==> src/rtl/io_ring_pwr_seq.sv <==
// IO-ring pad-supply power sequencer: ramps VDDQ, waits for settle, releases pad
// retention, then grants output enables; reverses the order on power-down or fault.
module io_ring_pwr_seq #(
  parameter int RAMP_TO    = 1024,
  parameter int SETTLE_CYC = 64,
  parameter int REL_CYC    = 16,
  parameter int DISCH_CYC  = 256
) (
  input  logic       clk,
  input  logic       rst,
  input  logic       pwr_req,
  input  logic       vddq_good,
  input  logic       err_clr,
  output logic       en_vddq,
  output logic       pad_ret,
  output logic       pad_oe_en,
  output logic       pwr_ack,
  output logic       err,
  output logic [2:0] state
);

  function automatic int at_least_one(input int v);
    return (v < 1) ? 1 : v;
  endfunction

  localparam int RAMP_E   = at_least_one(RAMP_TO);
  localparam int SETTLE_E = at_least_one(SETTLE_CYC);
  localparam int REL_E    = at_least_one(REL_CYC);
  localparam int DISCH_E  = at_least_one(DISCH_CYC);
  localparam int MAX_A    = (RAMP_E > SETTLE_E) ? RAMP_E : SETTLE_E;
  localparam int MAX_B    = (REL_E > DISCH_E) ? REL_E : DISCH_E;
  localparam int MAX_E    = (MAX_A > MAX_B) ? MAX_A : MAX_B;
  localparam int CW       = (MAX_E > 1) ? $clog2(MAX_E) : 1;

  // Loading N-1 and leaving when the count is 0 gives a dwell of exactly N cycles.
  localparam logic [CW-1:0] LD_RAMP   = CW'(RAMP_E - 1);
  localparam logic [CW-1:0] LD_SETTLE = CW'(SETTLE_E - 1);
  localparam logic [CW-1:0] LD_REL    = CW'(REL_E - 1);
  localparam logic [CW-1:0] LD_DISCH  = CW'(DISCH_E - 1);

  typedef enum logic [2:0] {
    ST_OFF     = 3'd0,
    ST_RAMP    = 3'd1,
    ST_SETTLE  = 3'd2,
    ST_RELEASE = 3'd3,
    ST_ON      = 3'd4,
    ST_DOWN    = 3'd5,
    ST_DISCH   = 3'd6,
    ST_ERR     = 3'd7
  } st_t;

  st_t           st;
  logic [CW-1:0] cnt;
  logic          vg_meta;
  logic          vg_s;

  assign state = st;

  // NOTE: sequential state uses non-blocking assignments so every flop samples pre-edge values.
  always_ff @(posedge clk or posedge rst) begin
    if (rst) begin
      vg_meta <= 1'b0;
      vg_s    <= 1'b0;
    end else begin
      vg_meta <= vddq_good;
      vg_s    <= vg_meta;
    end
  end

  // NOTE: the shared counter is reset too, so no stale count survives a reset taken mid-sequence.
  always_ff @(posedge clk or posedge rst) begin
    if (rst) begin
      st        <= ST_OFF;
      cnt       <= '0;
      en_vddq   <= 1'b0;
      pad_ret   <= 1'b1;
      pad_oe_en <= 1'b0;
      pwr_ack   <= 1'b0;
      err       <= 1'b0;
    end else begin
      case (st)
        ST_OFF: begin
          if (pwr_req) begin
            st      <= ST_RAMP;
            en_vddq <= 1'b1;
            cnt     <= LD_RAMP;
          end
        end
        ST_RAMP: begin
          if (!pwr_req) begin
            st      <= ST_DOWN;
            pad_ret <= 1'b1;
            cnt     <= LD_REL;
          end else if (vg_s) begin
            st  <= ST_SETTLE;
            cnt <= LD_SETTLE;
          end else if (cnt == '0) begin
            st      <= ST_ERR;
            en_vddq <= 1'b0;
            err     <= 1'b1;
          end else begin
            cnt <= cnt - 1'b1;
          end
        end
        ST_SETTLE, ST_RELEASE, ST_ON: begin
          // Loss of supply outranks everything: pads go safe and the switch opens at once.
          if (!vg_s) begin
            st        <= ST_ERR;
            cnt       <= '0;
            en_vddq   <= 1'b0;
            pad_ret   <= 1'b1;
            pad_oe_en <= 1'b0;
            pwr_ack   <= 1'b0;
            err       <= 1'b1;
          end else if (!pwr_req) begin
            st        <= ST_DOWN;
            cnt       <= LD_REL;
            pad_oe_en <= 1'b0;
            pwr_ack   <= 1'b0;
            if (st != ST_ON) pad_ret <= 1'b1;
          end else if (st == ST_ON) begin
            cnt <= '0;
          end else if (cnt != '0) begin
            cnt <= cnt - 1'b1;
          end else if (st == ST_SETTLE) begin
            st      <= ST_RELEASE;
            pad_ret <= 1'b0;
            cnt     <= LD_REL;
          end else begin
            st        <= ST_ON;
            pad_oe_en <= 1'b1;
            pwr_ack   <= 1'b1;
            cnt       <= '0;
          end
        end
        ST_DOWN: begin
          if (cnt == '0) begin
            st      <= ST_DISCH;
            pad_ret <= 1'b1;
            en_vddq <= 1'b0;
            cnt     <= LD_DISCH;
          end else begin
            cnt <= cnt - 1'b1;
          end
        end
        ST_DISCH: begin
          if (cnt == '0) begin
            st <= ST_OFF;
          end else begin
            cnt <= cnt - 1'b1;
          end
        end
        ST_ERR: begin
          if (err_clr) begin
            st  <= ST_DISCH;
            err <= 1'b0;
            cnt <= LD_DISCH;
          end
        end
        default: begin
          st        <= ST_OFF;
          cnt       <= '0;
          en_vddq   <= 1'b0;
          pad_ret   <= 1'b1;
          pad_oe_en <= 1'b0;
          pwr_ack   <= 1'b0;
        end
      endcase
    end
  end

endmodule

==> config.mk <==
export PLATFORM = sky130hd
export DESIGN_NAME = io_ring_pwr_seq
export DESIGN_NICKNAME = d
export VERILOG_FILES = /design/src/rtl/io_ring_pwr_seq.sv
export SDC_FILE = /design/constraint.sdc
export NUM_CORES = 1
export LEC_CHECK = 0
export ABC_AREA = 1
export BUFFER_PORTS_ARGS = -buffer_cell sky130_fd_sc_hd__clkbuf_2
export CAP_MARGIN = 15
export CELL_PAD_IN_SITES_DETAIL_PLACEMENT = 1
export CELL_PAD_IN_SITES_GLOBAL_PLACEMENT = 1
export CORE_ASPECT_RATIO = 1.75
export CORE_MARGIN = 4
export CORE_UTILIZATION = 44
export DETAILED_ROUTE_END_ITERATION = 8
export GPL_TIMING_DRIVEN = 0
export PLACE_DENSITY = 0.79
export SETUP_SLACK_MARGIN = 0.2
export SLEW_MARGIN = 20
export SYNTH_ARGS = -nofsm -noshare
export SYNTH_HDL_FRONTEND = slang
export SYNTH_SLANG_ARGS = --single-unit
==> constraint.sdc <==
create_clock -name clk -period 4.87 [get_ports clk]
set_clock_uncertainty 0.05 [all_clocks]
set_input_delay 0.2435 -clock clk [delete_from_list [all_inputs] [get_ports clk]]
set_output_delay 0.2435 -clock clk [all_outputs]
set_load 0.05 [all_outputs]
======== After elaboration in Yosys (flattened, before gate mapping) ========
Cells that the tools add are included.
Widths: inputs -> output; s select.
word-level totals
  flip-flop bits (word level) ............. 19
  input port bits ......................... 5
  output and inout port bits .............. 8
  logic and storage cells ................. 97
cells by class
  $add $sub $neg .......................... 1
  eq/ne operators ......................... 25
  multiplexer cells ....................... 50
  reduce and logical (&&, ||, !) cells .... 13
operators by type and width
  kind                   count
  $mux 10                10
  $pmux 10 s6            1
  $mux 3                 12
  $mux 1                 22
  $ne 4x4->1 const B     5
  $ne 2x2->1 const B     9
  $pmux 3 s6             1
  $reduce_and 7->1       2
  $eq 3x3->1 const B     4
  $ne 3x3->1 const B     4
  $logic_not 10->1       1
  $reduce_bool 10->1     1
  $sub 10x1->10 const B  1
  $eq 3x2->1 const B     2
  $pmux 1 s3             2
  $reduce_and 6->1       1
  $reduce_bool 3->1      2
  $reduce_and 5->1       1
  $mux 4                 1
  $pmux 1 s4             1
  $reduce_and 4->1       1
  $reduce_bool 4->1      1
  $eq 3x1->1 const B     1
  $logic_not 3->1        1
  other kinds (2)        2

======== Depth between registers and ports, before layout ========
  word-level depth ........................ 7
  depth in mapped cells ................... 11
  depth with buffers taken out ............ 10

======== Least setup slack after synthesis ========
OpenSTA, ideal clock, no wires.
  kind .................................... register -> register
  start ................................... reg cnt[0]
  end ..................................... reg cnt[0]
  library setup time ...................... 0.121 ns
  arrival ................................. 1.774 ns
  required time ........................... 4.699 ns
  path slack .............................. 2.925 ns
  cell stages (with the launch flop) ...... 12
  path buffers ............................ 1
  period minus slack after synthesis ...... 1.945 ns
  cells stage by stage .................... dfrtp_1 inv_1 ha_1 nand2_1 nor2_1 nand3_4 buf_2 ha_1 o21ai_0 o21ai_0 nor2_1 a21oi_1
between the ends
  word-level cells in the longest chain between the ends .. 6
  elaborated cells on any way between the ends .. 12
  classes of those cells .................. 1 x add/sub; 9 x mux; 2 x reduce/logical
ends and longest elaborated chain
  element                                                     RTL line  RTL
  start: declaration                                          53        logic [CW-1:0] cnt;
  start signal: assignment                                    102       cnt <= cnt - 1'b1;
  start signal: assignment                                    124       cnt <= cnt - 1'b1;
  start signal: assignment                                    143       cnt <= cnt - 1'b1;
  $sub 10x1->10 / $reduce_bool 10->1 (equally long branches)  n/a
  $mux 10                                                     123       end else if (cnt != '0) begin
  $mux 10                                                     121       end else if (st == ST_ON) begin
  $mux 10                                                     115       end else if (!pwr_req) begin
  $mux 10                                                     107       if (!vg_s) begin
  $pmux 10 s6 (*)                                             81        case (st)
Mark *: on every way between the ends. The rest lies on a longest branch, timed or not.
A chain may end at the register's enable or synchronous reset.

======== Final worst setup path ========
Ends and elaborated chain as after synthesis.

==> flow_summary.toml <==
[outcome]
run_status = "finished, final reports clean"

[cells_and_area]
nNetsFinal = 250
final_area_um2 = 1610
fill_cells = 457
drive_gt1_share_pct = 14.0
final_cells = 285
area_growth_pct = 11.0
antennaDiodeCount = 0

[setup_path]
end_kind = "flip-flop"
critPathKind = "reg -> reg"
critPathMaxFanout = 10
critPathRequiredTime_ns = 4.97
slowest_stage = "dfrtp_1"
cp_top_family = "adder cells"
crit_chain = "inv_1 > ha_1 > nand2_1 > nor2_1 > nand3_4 > buf_2 > ha_1 > o21ai_0 > o21ai_0 > nor2_1 > a21oi_1"
worstPathArrival_ns = 2.35
crit-reg2reg-launch = "cnt[0]$_DFFE_PP0P_"
startpoint_type = "flip-flop"
r2r_setup_slack_ns = 2.62
r2r-end = "cnt[0]$_DFFE_PP0P_"
critPathMaxStageDelay_ns = 0.44
worstRegToRegCells = 11
cp.buffers_inverters = 2

[clock_tree]
clock-root-buffer = "clkbuf_8"
numClockSinks = 19
cts_made_buffers = 3
cts_tree = "done"
worstSkewPairLatency_ns = 0.26
clk_pin_slew_ns = 0.07
cts_buffer_depth = 2
cts.hold.buffers_added = 0
ctsResizeCount = 0
cts-htree-levels = 1
cts_setup_buffers = 0

[synthesis]
synth_area_leaders = "dfrtp_1, nand2_1, nor2_1"
syn_area_um2 = 1450
netlist_instances = 226
ys.flop_type = "dfrtp_1"
synth_edf_count = 0
synth_seq_cells = 19
yosys.area.top_type = "dfrtp_1"
synth_nets = 233
yosysWarningCount = 0
synth_most_common_cell = "nand2_1"
postSynth.asyncResetShare_pct = 100
synthDominantCellAreaShare_pct = 31.1
synth_commonest_cells = "nand2_1, nor2_1, inv_1, dfrtp_1, nand3_1"
synth_seq_area_share_pct = 33.0
synth_area_per_cell_um2 = 6.40
ys_types = 27

[power]
p_int_uw = 219
p_comb_share_pct = 3.1
netSwitchingFraction_pct = 22.2
sequentialPowerShare_pct = 56.8
clkPwrFrac_pct = 40.2
power_switching_uw = 62.4
power.density_nw_per_um2 = 175
peakVddDrop_uv = 103
power_leakage_nw = 0.843

[hold_path]
worstHoldPathType = "in -> reg"
min_to = "vg_meta$_DFF_PP0_"
hold_depth = 1
min-delay-start = "vddq_good"

[placed_design]
portBuffers = 12
gp_routability_congestion = 0.942
hpwl_um = 3670
dp.cells = 281
place_ws_ns = 2.58
place_area_um2 = 1560

[die]
ios = 13
die_h_um = 83.8
die_area_um2 = 4300
rows = 27
fp.dieW_um = 51.3
coreArea_um2 = 3140
initial_core_util_pct = 46.0

[global_route]
grt_pass1_vias = 1692
grt-ovfl-total = 0
track_usage_pct = 23.4
antenna_found_initial = 0
grt_pass1_wl_um = 7700
grt_max_degree = 20

[route]
wl_um = 4530
avgRoutedWirePerCell_um = 15.9
via_per_inst = 5.54
via_count = 1578
ant_nets = 0
drc_errors = 0
dr.pass1.iters = 4
drtIter0Drc = 36

[timing]
rsz0062_at_grt = "no"
fin_ws_ns = 2.62
worst_pin_slew_ns = 0.782
relSlewSlack_pct = 47.8
max_freq_mhz = 444
post-route-min-period_ns = 2.25
hold_viol_final = 0
setup_viol = 0
fin_tns_setup_ns = 0
timing.final.crit_share_pct = 46.2
hold_ws_ns = 0.0422
slew_violations = 0

[run]
cap_violations = 0
worst reg2reg max path, stage by stage, from the launching register on:
cell	delay [ns]
dfrtp_1	0.44
inv_1	0.16
ha_1	0.27
nand2_1	0.07
nor2_1	0.17
nand3_4	0.13
buf_2	0.22
ha_1	0.28
o21ai_0	0.06
o21ai_0	0.09
nor2_1	0.11
a21oi_1	0.08
sequential cells by signal (all words and copies together), names as in the netlist:
name and cells:
en_vddq 1, pad_ret 1, err 1, vg_meta 1, cnt 10, state 3
pwr_ack 1, vg_s 1
how the worst max path moves through the flow:
stage | from | endpoint | slack, ns | cells past startpoint
4_1_cts | cnt[0]$_DFFE_PP0P_ | cnt[0]$_DFFE_PP0P_ | 2.57 | 11
2_1_floorplan | cnt[0]$_DFFE_PP0P_ | cnt[0]$_DFFE_PP0P_ | 2.92 | 11
5_1_grt | cnt[0]$_DFFE_PP0P_ | cnt[0]$_DFFE_PP0P_ | 2.42 | 11
6_report | cnt[0]$_DFFE_PP0P_ | cnt[0]$_DFFE_PP0P_ | 2.62 | 11
3_3_place_gp | cnt[0]$_DFFE_PP0P_ | cnt[0]$_DFFE_PP0P_ | 2.63 | 11
3_5_place_dp | cnt[0]$_DFFE_PP0P_ | cnt[0]$_DFFE_PP0P_ | 2.58 | 11
metrics by stage:
step / utilization, % / total power, mW
after floorplan: - / 0.167
after CTS: 51.1 / 0.283
after detailed placement: 49.7 / 0.171
final: 51.1 / 0.281
after global routing: 51.1 / 0.295
after global placement: 49.7 / 0.171
cells by family after synthesis:
kind of cell	share of synthesized area, %
flip-flops	33.0
AND/OR/NAND/NOR	40.7
XOR/XNOR	1.82
buffers and inverters	8.65
adder cells (fa/ha/maj)	1.73
AO/OA/AOI/OAI	14.2
cells in the final DEF, fill, tap and decap left out, types with 2 or more instances in the layout:
cell and n:
a21oi_2 2, o21ai_0 12, nand2_2 5, inv_1 27, dfrtp_1 18, clkbuf_2 12, nand4_1 2, inv_2 3
nand3_1 17, nor2_1 39, nand2_1 61, o21ai_1 7, ha_1 2, nand3b_1 3, a21oi_1 11, a22oi_1 2
xor2_1 3, nand3_2 2, clkbuf_8 3
power groups by stage:
stage	Clock (mW)	Sequential (mW)	Combinational (mW)
finish	0.113	0.159	0.00864
global route	0.126	0.159	0.00976
CTS	0.115	0.159	0.00887
detailed placement	0	0.162	0.00884
global placement	0	0.162	0.00834
floorplan	0	0.162	0.00463
metal layers:
layer | share of wire (%) | GRT usage, %
met4 | 5.7 | 13.6
met1 | 35 | 22.8
met5 | 0 | 0
met2 | 56 | 44.5
met3 | 2.4 | 2.50
cell type report:
class | count | area [µm²] | area share, %
multi-input cells | 175 | 845 | 52.6
flip-flops and latches | 19 | 477 | 29.7
inverters | 30 | 113 | 7.01
repair buffers | 12 | 60.1 | 3.74
well taps | 43 | 53.8 | 3.35
clock buffers | 4 | 45.0 | 2.81
plain buffers | 2 | 12.5 | 0.779
(Power assumes the default switching activity.)
